--- src/rtl/bf16_mult_arbiter.sv ---
// ---------------------------------------------------------------------------
// bf16_mult_arbiter
//
// Shares one external, fully pipelined bfloat16 multiplier between N
// requesters. A round-robin arbiter grants at most one eligible requester per
// cycle and registers its operands onto mul_a/mul_b. A tag shift register
// follows each operation down the multiplier pipeline. When the tag reaches
// the last stage, mul_out is captured into that requester's result slot.
// Each requester may have at most one operation outstanding. That covers
// both an operation in flight and an unconsumed result.
//
// Ports
//   clk        : single clock, rising edge
//   rst_n      : synchronous active-low reset
//   req_valid  : [N]     per-requester operation request
//   req_a/b    : [N*16]  bf16 operands, requester i on [16i+15:16i]
//   req_ready  : [N]     accept strobe (combinational, one-hot or zero)
//   rsp_valid  : [N]     result held for requester i
//   rsp_data   : [N*16]  bf16 product, sliced like req_a
//   rsp_ready  : [N]     result consume strobe
//   mul_a/b    : [16]    registered operands to the shared multiplier
//   mul_out    : [16]    multiplier product, LAT edges after operand sampling
//   busy       : any operation in flight or any result held
// ---------------------------------------------------------------------------
module bf16_mult_arbiter #(
  parameter int N   = 4,
  parameter int LAT = 3
) (
  input  logic            clk,
  input  logic            rst_n,
  input  logic [N-1:0]    req_valid,
  input  logic [N*16-1:0] req_a,
  input  logic [N*16-1:0] req_b,
  output logic [N-1:0]    req_ready,
  output logic [N-1:0]    rsp_valid,
  output logic [N*16-1:0] rsp_data,
  input  logic [N-1:0]    rsp_ready,
  output logic [15:0]     mul_a,
  output logic [15:0]     mul_b,
  input  logic [15:0]     mul_out,
  output logic            busy
);

  localparam int IW = (N > 1) ? $clog2(N) : 1;

  typedef struct packed {
    logic          valid;
    logic [IW-1:0] id;
  } tag_t;

  // Registered state
  logic [IW-1:0]   r_last_grant;
  logic [N-1:0]    r_inflight;
  logic [N-1:0]    r_rsp_valid;
  logic [N*16-1:0] r_rsp_data;
  logic [15:0]     r_mul_a;
  logic [15:0]     r_mul_b;
  tag_t            r_tag [LAT+1];

  // Combinational arbitration and capture decode
  logic [N-1:0]    w_eligible;
  logic [N-1:0]    w_hi_mask;
  logic [N-1:0]    w_hi_eligible;
  logic [N-1:0]    w_cand;
  logic [N-1:0]    w_grant;
  logic [IW-1:0]   w_grant_id;
  logic            w_accept;
  logic [15:0]     w_sel_a;
  logic [15:0]     w_sel_b;
  logic [N-1:0]    w_cap_mask;
  tag_t            w_last_tag;

  // A requester that is consuming its result this cycle still has
  // rsp_valid set, so it is not eligible until the following cycle.
  assign w_eligible = req_valid & ~r_inflight & ~r_rsp_valid;

  // Round-robin: prefer eligible requesters above last_grant. If none,
  // wrap around to the lowest eligible index.
  always_comb begin
    // NOTE: every always_comb output gets a default first, so no path leaves it unassigned and no latch is inferred.
    w_hi_mask = '0;
    for (int i = 0; i < N; i++) begin
      w_hi_mask[i] = (i > int'(r_last_grant));
    end
  end

  assign w_hi_eligible = w_eligible & w_hi_mask;
  assign w_cand        = (|w_hi_eligible) ? w_hi_eligible : w_eligible;

  // Pick the lowest set bit of the candidate vector.
  always_comb begin
    w_grant    = '0;
    w_grant_id = '0;
    for (int i = N - 1; i >= 0; i--) begin
      if (w_cand[i]) begin
        w_grant    = '0;
        w_grant[i] = 1'b1;
        w_grant_id = IW'(i);
      end
    end
  end

  // The grant is already qualified by req_valid, so any ready bit is an accept.
  assign req_ready = w_grant & {N{rst_n}};
  assign w_accept  = |req_ready;

  // One-hot operand mux for the granted requester.
  always_comb begin
    w_sel_a = '0;
    w_sel_b = '0;
    for (int i = 0; i < N; i++) begin
      if (w_grant[i]) begin
        w_sel_a = req_a[16*i +: 16];
        w_sel_b = req_b[16*i +: 16];
      end
    end
  end

  // A valid tag in the last stage means mul_out belongs to that requester now.
  assign w_last_tag = r_tag[LAT];

  always_comb begin
    w_cap_mask = '0;
    for (int i = 0; i < N; i++) begin
      w_cap_mask[i] = w_last_tag.valid && (int'(w_last_tag.id) == i);
    end
  end

  // Control state: reset clears everything that can produce a future result.
  always_ff @(posedge clk) begin
    if (!rst_n) begin
      r_last_grant <= IW'(N - 1);
      r_inflight   <= '0;
      r_rsp_valid  <= '0;
      r_mul_a      <= '0;
      r_mul_b      <= '0;
      for (int k = 0; k <= LAT; k++) begin
        r_tag[k] <= '0;
      end
    end else begin
      // NOTE: sequential state uses non-blocking assignments, so every stage shifts from pre-edge values.
      r_tag[0] <= tag_t'{valid: w_accept, id: w_grant_id};
      for (int k = 1; k <= LAT; k++) begin
        r_tag[k] <= r_tag[k-1];
      end

      if (w_accept) begin
        r_mul_a      <= w_sel_a;
        r_mul_b      <= w_sel_b;
        r_last_grant <= w_grant_id;
      end

      // Accept and capture never hit the same bit. Accept requires
      // in-flight clear, and capture implies in-flight set.
      r_inflight  <= (r_inflight | req_ready) & ~w_cap_mask;
      // Consume clears only held slots. Capture into another slot on the
      // same edge is independent of it.
      r_rsp_valid <= (r_rsp_valid & ~rsp_ready) | w_cap_mask;
    end
  end

  // NOTE: result storage has no reset, because its contents are don't-care while rsp_valid is low.
  always_ff @(posedge clk) begin
    for (int i = 0; i < N; i++) begin
      if (w_cap_mask[i]) begin
        r_rsp_data[16*i +: 16] <= mul_out;
      end
    end
  end

  assign rsp_valid = r_rsp_valid;
  assign rsp_data  = r_rsp_data;
  assign mul_a     = r_mul_a;
  assign mul_b     = r_mul_b;
  assign busy      = (|r_inflight) | (|r_rsp_valid);

endmodule

--- config.mk ---
export PLATFORM = sky130hd
export DESIGN_NAME = bf16_mult_arbiter
export DESIGN_NICKNAME = d
export VERILOG_FILES = /design/src/rtl/bf16_mult_arbiter.sv
export SDC_FILE = /design/constraint.sdc
export NUM_CORES = 1
export LEC_CHECK = 0
export BUFFER_PORTS_ARGS = -buffer_cell sky130_fd_sc_hd__buf_2
export CAP_MARGIN = 10
export CORE_ASPECT_RATIO = 1.1
export CORE_MARGIN = 4
export CORE_UTILIZATION = 30
export CTS_BUF_LIST = sky130_fd_sc_hd__clkbuf_4
export DETAILED_ROUTE_END_ITERATION = 6
export PLACE_DENSITY_LB_ADDON = 0.05
export SKIP_LAST_GASP = 1
export SLEW_MARGIN = 40
export SYNTH_ARGS = -nofsm -noshare
export SYNTH_HDL_FRONTEND = slang
export SYNTH_SLANG_ARGS = --single-unit
export TNS_END_PERCENT = 5
--- constraint.sdc ---
create_clock -name clk -period 2.4 [get_ports clk]
set_input_delay 0.48 -clock clk [delete_from_list [all_inputs] [get_ports clk]]
set_output_delay 0.48 -clock clk [all_outputs]
set_load 0.02 [all_outputs]
# After elaboration in Yosys (flattened, before gate mapping)
# Memory sizes are Yosys's and may differ from the RTL's.
# Cells that the tools add are included.
[op_classes]
muxes = 23
n_lt_le_gt_ge = 3
reduce_logical = 9
n_eq_ne = 3
bitwise = 17
[op_table]
columns = ["cell", "count"]
rows = [
  ["two-way mux 16 bit", 8],
  ["bitwise AND 4 bit", 6],
  ["two-way mux 4 bit", 5],
  ["inverter 4 bit", 4],
  ["OR reduction 4 bit", 4],
  ["two-way mux 3 bit", 4],
  ["two-way mux 2 bit", 4],
  ["bitwise OR 4 bit", 2],
  ["bitwise OR 1 bit", 5],
  ["== test 2 bit (second input constant)", 2],
  ["greater-than comparator 2 bit (first input constant)", 2],
  ["logical AND 1 bit", 4],
  ["== test 2 x 1 -> 1 bit (second input constant)", 1],
  ["greater-than comparator 1 x 2 -> 1 bit (first input constant)", 1],
  ["logical NOT 2 bit", 1],
  ["two-way mux 1 bit", 2],
]
[totals]
ram_bits = 12
output_inout_bits = 105
wordCells = 65
mem_count = 1
ff_bits = 106
[mem_list]
columns = ["name", "depth", "width", "read_ports", "rd_clocked_by_memory_dff", "write_ports", "line", "source"]
rows = [
  ["r_tag", 4, 3, 4, 0, 4, "58", "tag_t r_tag [LAT+1];"],
]

# Depth between registers and ports, before layout
# Gate-level depths: netlist of run 1.
[logic_depth]
word_depth = 14
depth_mapped = 8
depth_no_buf = 5

# Worst setup path before layout of run 1
# Ideal clock, no wire load.
[synth_path]
path_type = "in2out"
from = "in req_valid[0]"
to = "out req_ready[0]"
slack_ns = -0.019
t_required_ns = 1.920
stages = 5
arrival_ns = 1.939
path_buffers = 1
cell_sequence = "or3b_1 > a311o_1 > clkbuf_1 > nor2_2 > and2_1"
[synth_between]
elab_chain_cells = 9
[synth_lines]
columns = ["element", "line", "source"]
rows = [
  ["start, declared", "31", "input logic [N-1:0] req_valid,"],
  ["bitwise AND 4 bit * (2 in a row)", "75", "assign w_eligible = req_valid & ~r_inflight & ~r_rsp_valid;"],
  ["bitwise AND 4 bit", "87", "assign w_hi_eligible = w_eligible & w_hi_mask;"],
  ["OR reduction 4 bit", "88", "assign w_cand = (|w_hi_eligible) ? w_hi_eligible : w_eligible;"],
  ["two-way mux 4 bit *", "88", ""],
  ["two-way mux 4 bit (2 in a row)", "95", "if (w_cand[i]) begin"],
  ["two-way mux 4 bit *", "95", ""],
  ["bitwise AND 4 bit *", "104", "assign req_ready = w_grant & {N{rst_n}};"],
  ["end, declared", "34", "output logic [N-1:0] req_ready,"],
]
# Every way passes the cells marked *; elsewhere a longest branch is shown, timed or not.

# Final worst setup path of run 1
[layout_path]
from = "reg r_last_grant[0]"
to = "reg r_inflight[1]"
[layout_between]
elab_chain_cells = 10
elab_cells_between_ends = 12
[layout_lines]
columns = ["element", "line", "source"]
rows = [
  ["start, declared", "52", "logic [IW-1:0] r_last_grant;"],
  ["start signal, assigned", "132", "r_last_grant <= IW'(N - 1);"],
  ["start signal, assigned", "150", "r_last_grant <= w_grant_id;"],
  ["greater-than comparator 1 x 2 -> 1 bit / greater-than comparator 2 bit (equally long branches)", "83", "w_hi_mask[i] = (i > int'(r_last_grant));"],
  ["bitwise AND 4 bit *", "87", ""],
  ["OR reduction 4 bit", "88", ""],
  ["two-way mux 4 bit *", "88", ""],
  ["two-way mux 4 bit (2 in a row)", "95", ""],
  ["two-way mux 4 bit *", "95", ""],
  ["bitwise AND 4 bit *", "104", ""],
  ["bitwise OR 4 bit *", "155", "r_inflight <= (r_inflight | req_ready) & ~w_cap_mask;"],
  ["bitwise AND 4 bit *", "155", ""],
  ["end signal, assigned", "155", ""],
  ["end, declared", "53", "logic [N-1:0] r_inflight;"],
]
# Marks and branches as above.
# A chain may end at the register's enable or synchronous reset.

==> summary.md, run 1 <==
| Metric | Value |
|---|---|
| Hold Crit Start | mul_out[0] |
| Drt drc | 0 |
| Tcrit/Tclk final | 109% |
| Grt ovf | 0 |
| Total Nets Final | 889 |
| Area Overhead vs Synth | 42.9% |
| # rows | 49 |
| Critical Path Fanout Max | 7 |
| Status | finished, violations left |
| DR iter-0 viols | 233 |
| Post-synth net total | 601 |
| Post-DP HPWL | 13,300 um |
| Hold Path End | rsp_data[0] |
| Post-synth EDFFs | 64 |
| Failing checks | negative setup slack |
| DRT Wirelength | 18,200 um |
| Avg WL per Cell | 19.1 um |
| Worst EP required | 2.83 ns |
| Htree depth | 4 |
| Layout cells sized above 1 | 49.2% |
| Vias in the first global route | 5,111 |
| Vias | 4,875 |
| Post-CTS Hold Buffers | 0 |
| Cells after DPL | 901 |
| Distinct cell type count after synthesis | 49 |
| Worst setup SP type | flop |
| Mean Syn Cell Area | 11.3 um2 |
| Vias per std cell | 5.11 |
| Period minus WS final | 2.61 ns |
| Hold depth | 1 |
| Main synth FF type | edfxtp_1 |
| RSZ-0062 raised after global routing | yes |
| P per Cell Area | 730 nW/um2 |
| Max-cap viol count | 0 |
| Slew margin rel. | 72.7% |
| Fillcell total | 1,630 |
| DRT antenna net count | 0 |
| Worst R2R Path Depth | 14 |
| First-pass GRT wire length | 27,600 um |
| LEAKAGE | 3.04 nW |
| Hold crit path type | input pin to flop |
| Clock root buffer | clkbuf_4 |
| Placement Cell Area | 6740 um2 |
| Most frequent cells in the layout | 256 x buf_2, 64 x edfxtp_1, 52 x or3_1 |
| FMAX | 0.383 GHz |
| Seq/Total Area, Yosys | 59.2% |
| Die width | 132 um |
| Endpoints failing hold | 0 |
| Reg2reg setup slack | -0.21 ns |
| Final GP Congestion | 0.845 |
| Reg2reg end | r_inflight[1] |
| Layout Cells excl Fill | 954 |
| CTS max path bufs | 2 |
| Worst hold margin | 0.165 ns |
| Buffers on Ports | 258 |
| Slew @ Worst Pin | 0.410 ns |
| Core Footprint | 16,500 um2 |
| Register bit count reported by yosys | 118 |
| Clk pin slew, worst setup/hold paths | 0.11 ns |
| Critical path type | flop to flop |
| Post-Syn Area | 5070 um2 |
| Num CTS Buffers | 17 |
| CP Capture Type | flop |
| Worst R2R Start | r_last_grant[0] |
| Maximum VDD drop | 295 uV |
| Gr usage total | 18.6% |
| Clock Skews | 0.0106 ns |
| Post-synthesis instance total | 447 |
| Starting Density | 30.7% |
| Die footprint | 19,000 um2 |
| Initial antenna violation count | 3 |
| Largest net degree at the start of global routing | 51 |
| Final Max Slew Viols | 0 |
| Setup violations, final | 38 |
| Die span in y | 144 um |
| Worst setup margin | -0.210 ns |
| Pwr Total | 5.29 mW |
| Iteration count of the initial detailed-routing pass | 5 |
| # IOs | 259 |
| FF/Latch Area | 3020 um2 |
| Clock latency on the worst-skew pair | 0.52 ns |
| WP data arrival | 3.04 ns |
| Area of the multi-input gates | 1950 um2 |
| Final instance area | 7240 um2 |
| Ys Warns | 0 |
| Sink Count | 118 |
| Async SR Flop Fraction | 0% |
| TritonCTS clock tree | built |
| Commonest non-fill, non-tap cell in the layout | buf_2 |
cells by family (layout without fill, tap and decap cells):
group                  count (synthesis)  after routing  share of synthesized area (%)
buffers and inverters                 40            341                           3.38
DFF                                  118            118                           59.2
other                                  0              2                              0
and+or+nand+nor                      169            169                           20.3
AOI/OAI and AO/OA                    120            120                           17.0
metrics by stage:
stage	setup TNS, ns	setup slack, ns	utilization (%)
6_report	-3.05	-0.210	43.9
5_1_grt	-6.40	-0.290	43.9
4_1_cts	-6.63	-0.272	43.8
3_5_place_dp	0	0.0381	40.8
3_3_place_gp	0	0.0624	40.8
2_1_floorplan	0	0.0112	-
what timing repair did:
action | in CTS | in global routing
resized for setup | 18 | 7
buffers inserted | 19 | 1
pin swaps | 6 | 3
hold endpoints to repair | 0 | 0
endpoints found under the setup margin | 4 | 38
where the power goes:
group / leakage, nW / internal, mW / switching (mW) / total [mW]
logic: 1.87 / 0.649 / 0.841 / 1.49
registers: 1.03 / 2.28 / 0.0794 / 2.36
clock network: 0.150 / 0.636 / 0.802 / 1.44
layout make-up:
type	instances	share of cell area [%]
clock buffers	18	1.87
multi-input cells	289	26.9
flip-flops and latches	118	41.7
inverters	5	0.259
clock inverters	14	2.12
repair buffers	304	23.6
diodes	2	0.0691
well taps	204	3.52
critical path, stage by stage, from the launching register on:
cell	delay, ns
dfxtp_4	0.38
or4b_4	0.55
a22oi_2	0.15
o22ai_2	0.10
buf_4	0.16
buf_4	0.12
buf_4	0.12
buf_4	0.12
buf_4	0.12
buf_4	0.12
buf_4	0.12
buf_4	0.12
buf_4	0.16
a21oi_2	0.13
nor2_1	0.05
flip-flops by register name (all words and copies together) (netlist names):
name,cells
rsp_data,64
mul_a,16
mul_b,16
r_tag,12
r_inflight,4
rsp_valid,4
r_last_grant,2
synth_stat cells, types with 2 or more instances:
| master | count | area share [%] |
|---|---|---|
| o211ai_1 | 2 | 0.30 |
| nor2b_1 | 2 | 0.25 |
| clkbuf_1 | 24 | 1.8 |
| and2_1 | 14 | 1.7 |
| o21ai_0 | 29 | 2.9 |
| nand2b_1 | 3 | 0.37 |
| or2_1 | 2 | 0.25 |
| a21oi_1 | 7 | 0.69 |
| edfxtp_1 | 64 | 38 |
| o221ai_1 | 6 | 1.0 |
| a311o_1 | 2 | 0.39 |
| a21oi_2 | 2 | 0.35 |
| dfxtp_1 | 54 | 21 |
| or3b_1 | 3 | 0.52 |
| nor3b_1 | 31 | 4.6 |
| or2_2 | 3 | 0.37 |
| o2111ai_1 | 26 | 4.5 |
| buf_2 | 7 | 0.69 |
| a31oi_1 | 26 | 3.2 |
| a21boi_0 | 3 | 0.44 |
| or3_1 | 52 | 6.4 |
| inv_1 | 5 | 0.37 |
| or4b_1 | 3 | 0.59 |
| o211a_1 | 2 | 0.39 |
| a221oi_1 | 6 | 1.0 |
| buf_4 | 3 | 0.44 |
| nor2_2 | 2 | 0.25 |
| nor2_1 | 7 | 0.52 |
| nand3_1 | 8 | 0.79 |
| nand2_1 | 30 | 2.2 |
metal layers:
metal  vias to the layer above  track usage (%)  part of all wire, %
met1                      2277             21.1                   40
li1                       2327                -                    -
met3                        35             6.33                  8.2
met2                       232             32.7                   50
met5                         -                0                 0.18
met4                         4             7.02                  1.9
how the worst max path moves through the flow:
stage	from	endpoint	cells after the start
3_3_place_gp	req_valid[1]	req_ready[3]	6
2_1_floorplan	req_valid[0]	req_ready[0]	5
6_report	r_last_grant[0]	r_inflight[1]	14
5_1_grt	r_inflight[2]	req_ready[2]	5
4_1_cts	r_inflight[1]	req_ready[3]	5
3_5_place_dp	req_valid[1]	req_ready[3]	6
No activity file was read; power rests on OpenSTA's default activity.
==> run 2, diff against run 1 <==
--- a/config.mk
+++ b/config.mk
@@ -9,11 +9,10 @@
 export CAP_MARGIN = 10
 export CORE_ASPECT_RATIO = 1.1
 export CORE_MARGIN = 4
-export CORE_UTILIZATION = 30
+export CORE_UTILIZATION = 47
 export CTS_BUF_LIST = sky130_fd_sc_hd__clkbuf_4
 export DETAILED_ROUTE_END_ITERATION = 6
-export PLACE_DENSITY_LB_ADDON = 0.05
-export SKIP_LAST_GASP = 1
+export PLACE_DENSITY = 0.9
 export SLEW_MARGIN = 40
 export SYNTH_ARGS = -nofsm -noshare
 export SYNTH_HDL_FRONTEND = slang
==> run 2 against run 1 <==
The run still ends with negative setup slack left. Setup slack gained 0.055 ns. Die area shrank 34%. Non-clock buffer count shrank 13. Combinational power shrank 5%. Sequential share of layout area grew 0.93 points. Highest routed layer is now met4.
==> summary.md, run 2 (synthesis gave the netlist of run 1 again) <==
| Metric | Value |
|---|---|
| Hold crit path type | input pin to flop |
| Internal Power | 3.49 mW |
| CTS max path bufs | 2 |
| Worst hold margin | 0.188 ns |
| Combinational share of power | 27.6% |
| Sink Count | 118 |
| Largest net degree at the start of global routing | 55 |
| Failing checks | negative setup slack |
| Fillcell total | 846 |
| Status | finished, violations left |
| Area Overhead vs Synth | 39.7% |
| Post-CTS Hold Buffers | 0 |
| Clock share of power | 26.5% |
| Core Footprint | 10,400 um2 |
| Initial antenna violation count | 2 |
| CP cell instances | or4b_4, a221oi_4, nor2_2, and2_4, buf_6 |
| Area of the multi-input gates | 1980 um2 |
| Final GP Congestion | 0.900 |
| Max stage delay on crit path | 0.55 ns |
| TritonCTS clock tree | built |
| Post-DP HPWL | 12,400 um |
| Commonest non-fill, non-tap cell in the layout | buf_2 |
| DR iter-0 viols | 272 |
| Critical path type | flop to primary output |
| RSZ-0062 raised after global routing | yes |
| Iteration count of the initial detailed-routing pass | 4 |
| Drt drc | 0 |
| Gr usage total | 26.9% |
| LEAKAGE | 2.97 nW |
| Maximum VDD drop | 354 uV |
| Final instance area | 7080 um2 |
| Vias per std cell | 5.68 |
| Final Max Slew Viols | 0 |
| Max-cap viol count | 0 |
| Critical Path Fanout Max | 5 |
| Avg WL per Cell | 19.4 um |
| Slew @ Worst Pin | 0.780 ns |
| Slowest cell on the critical path | or4b_4 |
| CP bufs+invs | 1 |
| CP Capture Type | primary output |
| Die width | 107 um |
| FF/Latch Area | 3020 um2 |
| # IOs | 259 |
| FMAX | 0.391 GHz |
| Htree depth | 4 |
| Vias | 5,002 |
| WP data arrival | 2.07 ns |
| DRT Wirelength | 17,100 um |
| Starting Density | 48.5% |
| Clock latency on the worst-skew pair | 0.52 ns |
| # rows | 39 |
| First-pass GRT wire length | 25,500 um |
| Endpoints failing hold | 0 |
| Largest register FFs | 64 |
| Worst setup SP type | flop |
| P per Cell Area | 726 nW/um2 |
| Die footprint | 12,500 um2 |
| Setup violations, final | 4 |
| Clk pin slew, worst setup/hold paths | 0.11 ns |
| Total Nets Final | 876 |
| Family with the most delay on the worst path | simple AND/OR/NAND/NOR gates |
| Die span in y | 117 um |
| Num CTS Buffers | 17 |
| Worst EP required | 1.92 ns |
| DRT antenna net count | 0 |
| Sw Share | 32.1% |
| Clock Skews | 0.0172 ns |
| Period minus WS final | 2.55 ns |
| Grt ovf | 0 |
| Placement Cell Area | 6660 um2 |
| Layout cells sized above 1 | 48.7% |
| Most frequent cells in the layout | 254 x buf_2, 64 x edfxtp_1, 52 x or3_1 |
| Buffers on Ports | 258 |
| Tcrit/Tclk final | 106% |
| Clock root buffer | clkbuf_4 |
| Psw | 1.65 mW |
| Vias in the first global route | 4,939 |
| Power share of the sequential group | 46.0% |
| Slew margin rel. | 47.9% |
| Worst setup margin | -0.155 ns |
[run 2: cell count changes in the layout (fill, tap and decap cells not counted), sizes merged]
cell / previous run / this run
clkinvlp: 2 / 5
diode: 2 / 3
buf: 304 / 291
clkinv: 9 / 6
[run 2: per-layer routing]
metal	global-route usage (%)	share of wire [%]	vias up
met5	0	0	-
met4	15.0	4.3	0
met3	7.13	9.8	48
met2	45.5	50	321
met1	31.2	36	2336
li1	-	-	2297
[run 2: area by class of cell]
type	count	area share (%)
diodes	3	0.106
flip-flops and latches	118	42.6
clock inverters	14	1.91
repair buffers	291	22.7
clock buffers	18	1.91
inverters	5	0.265
well taps	143	2.53
multi-input cells	289	28.0
[run 2: metrics by stage]
stage / util [%] / power [mW] / worst slack, ns / TNS [ns] / cells
final: 67.8 / 5.14 / -0.155 / -0.539 / 881
after global routing: 67.8 / 5.41 / -0.255 / -0.971 / 880
after CTS: 67.3 / 5.14 / -0.185 / -0.645 / 876
after detailed placement: 63.7 / 3.74 / -0.0206 / -0.0206 / 840
after global placement: 63.7 / 3.69 / -0.126 / -3.07 / 840
after floorplan: - / 3.18 / 0.0112 / 0 / 447
[run 2: worst paths after layout]
kind / slack, ns / endpoint / cells after the start / startpoint
max: -0.15 / req_ready[3] / 5 / r_inflight[1]
min: 0.19 / rsp_data[61] / 1 / mul_out[13]
max reg2reg: 0.11 / mul_b[13] / 8 / r_inflight[1]
min reg2reg: 0.45 / r_tag[0][7] / 1 / r_tag[0][4]
[run 2: repair_timing]
action                                  4_1_cts  5_1_grt
resized for setup                            25        8
pin swaps                                     5        2
setup buffers                                 4        2
endpoints found under the setup margin        4        4
[run 2: power groups by stage]
stage / Sequential (mW) / Clock [mW] / Combinational, mW
finish: 2.36 / 1.36 / 1.42
global route: 2.38 / 1.49 / 1.54
CTS: 2.36 / 1.39 / 1.39
detailed placement: 2.40 / 0 / 1.33
global placement: 2.40 / 0 / 1.29
floorplan: 2.54 / 0 / 0.645
==> run 3, diff against run 2 <==
--- a/config.mk
+++ b/config.mk
@@ -9,10 +9,10 @@
 export CAP_MARGIN = 10
 export CORE_ASPECT_RATIO = 1.1
 export CORE_MARGIN = 4
-export CORE_UTILIZATION = 47
+export CORE_UTILIZATION = 51
 export CTS_BUF_LIST = sky130_fd_sc_hd__clkbuf_4
 export DETAILED_ROUTE_END_ITERATION = 6
-export PLACE_DENSITY = 0.9
+export PLACE_DENSITY = 0.88
 export SLEW_MARGIN = 40
 export SYNTH_ARGS = -nofsm -noshare
 export SYNTH_HDL_FRONTEND = slang
==> constraint.sdc (replaced) <==
create_clock -name clk -period 3.17 [get_ports clk]
set_input_delay 0.634 -clock clk [delete_from_list [all_inputs] [get_ports clk]]
set_output_delay 0.634 -clock clk [all_outputs]
set_load 0.02 [all_outputs]
==> run 3 against run 2 <==
Worst hold slack improved by 0.16 ns. Setup slack improved by 0.43 ns. Clock power fell by 34%. Total power fell by 29%. Clock skew rose by 0.0024 ns. The run now ends clean. First-iteration DRC count rose by 41%. Utilization rose by 2.8 points. Sequential power fell by 24%.
==> summary.md, run 3 (synthesis gave the netlist of run 1 again) <==
| Metric | Value |
|---|---|
| Status | finished clean |
| Slew margin rel. | 40.8% |
| Power share of the sequential group | 49.1% |
| Post-CTS Setup Bufs | 0 |
| Area of the multi-input gates | 1910 um2 |
| TritonCTS clock tree | built |
| Buffers on Ports | 258 |
| Vias per std cell | 6.00 |
| P per Cell Area | 544 nW/um2 |
| Endpoints failing hold | 0 |
| RSZ-0062 raised after global routing | no |
| Post-CTS Hold Buffers | 0 |
| Max-cap viol count | 0 |
| Max stage delay on crit path | 0.61 ns |
| Die width | 103 um |
| Fillcell total | 694 |
| # rows | 37 |
| Most frequent cells in the layout | 258 x buf_2, 64 x edfxtp_1, 54 x dfxtp_1 |
| Clk pin slew, worst setup/hold paths | 0.11 ns |
| Sw Share | 34.0% |
| Largest register FFs | 64 |
| Core Footprint | 9540 um2 |
| LEAKAGE | 2.83 nW |
| Critical path type | flop to primary output |
| Cells after DPL | 802 |
| Grt ovf | 0 |
| Total Nets Final | 858 |
| Avg WL per Cell | 20.2 um |
| Slowest cell on the critical path | or4b_1 |
| First-pass GRT wire length | 25,700 um |
| DR iter-0 viols | 383 |
| Final setup TNS | 0 ns |
| Post-DP HPWL | 12,500 um |
| # IOs | 259 |
| Num CTS Buffers | 17 |
| Starting Density | 53.1% |
| Clock share of power | 24.5% |
| Layout cells sized above 1 | 44.5% |
| Htree depth | 4 |
| Worst setup SP type | flop |
| Tcrit/Tclk final | 91.4% |
| WP data arrival | 2.26 ns |
| DRT antenna net count | 0 |
| Die footprint | 11,600 um2 |
| Clock latency on the worst-skew pair | 0.50 ns |
| Final GP Congestion | 0.982 |
| Gr usage total | 28.5% |
| Hold crit path type | input pin to flop |
| Sink Count | 118 |
| Vias in the first global route | 5,032 |
| Final Max Slew Viols | 0 |
| Maximum VDD drop | 239 uV |
| Iteration count of the initial detailed-routing pass | 5 |
| Area Overhead vs Synth | 32.8% |
| Largest net degree at the start of global routing | 61 |
| CP cell instances | or4b_1, a221oi_2, nor2_2, and2_1, buf_2 |
| Commonest non-fill, non-tap cell in the layout | buf_2 |
| Drt drc | 0 |
| Setup violations, final | 0 |
| CP Capture Type | primary output |
| Period minus WS final | 2.90 ns |
| Clock Skews | 0.0197 ns |
| Internal Power | 2.41 mW |
| FF/Latch Area | 3000 um2 |
| CTS max path bufs | 2 |
| Clock root buffer | clkbuf_4 |
| Reg2reg setup slack | 0.77 ns |
| Worst EP required | 2.54 ns |
| DRT Wirelength | 16,900 um |
| Initial antenna violation count | 1 |
| Layout Cells excl Fill | 836 |
| Critical Path Fanout Max | 7 |
| Vias | 5,012 |
| FMAX | 0.345 GHz |
| Slew @ Worst Pin | 0.879 ns |
| Die span in y | 113 um |
| CTS-repair resized insts | 0 |
| Combinational share of power | 26.5% |
| Psw | 1.25 mW |
## run 3: cell types whose count changed in the layout (fill, tap and decap cells not counted), sizes merged
| cell | before | now |
|---|---|---|
| clkinv | 6 | 8 |
| buf | 291 | 273 |
| inv | 6 | 8 |
| clkinvlp | 5 | 4 |
| diode | 3 | 2 |
| clkbuf | 18 | 17 |
| bufinv | 2 | 0 |
## run 3: path summary, 6_finish.rpt
path,startpoint,end,cells past startpoint
worst max-delay path,r_last_grant[0],req_ready[3],5
worst min-delay path,mul_out[5],rsp_data[21],1
worst max register to register,r_last_grant[0],mul_a[12],6
worst min register to register,r_tag[0][0],r_tag[0][3],1
## run 3: worst max-delay path, delay by kind of cell, from the launching register on
kind                   cells  cell delay [ns]
and+or+nand+nor            3             0.89
DFF                        1             0.40
AOI/OAI and AO/OA          1             0.33
buffers and inverters      1             0.15
## run 3: power by group through the flow
stage	Combinational [mW]	Clock [mW]	Sequential [mW]
after floorplan	0.488	0	1.92
after global placement	0.923	0	1.82
after detailed placement	0.955	0	1.83
after CTS	0.958	0.918	1.79
after global routing	1.04	0.993	1.81
final	0.968	0.895	1.80
## run 3: per-layer routing
layer / track usage [%] / share of wire (%) / vias to the layer above
met5: 0 / 0 / -
li1: - / - / 2265
met3: 9.45 / 12 / 64
met2: 49.9 / 51 / 401
met4: 12.7 / 3.6 / 0
met1: 30.7 / 33 / 2282
## run 3: cell type report
type	instances	share of cell area (%)
repair buffers	273	21.0
multi-input cells	289	28.4
clock inverters	15	1.58
clock buffers	17	1.90
inverters	5	0.279
flip-flops and latches	118	44.6
well taps	117	2.17
diodes	2	0.0743
## run 3: metrics by stage
stage               total power [mW]  setup WS [ns]  utilization [%]  hold slack, ns  cell area [um2]
floorplan                       2.41          0.443                -           0.412             5070
global placement                2.75          0.463             68.0           0.414             6490
detailed placement              2.78          0.476             68.1           0.420             6490
CTS                             3.67          0.247             70.5           0.305             6730
global route                    3.85          0.164             70.6           0.289             6730
finish                          3.66          0.272             70.6           0.353             6730
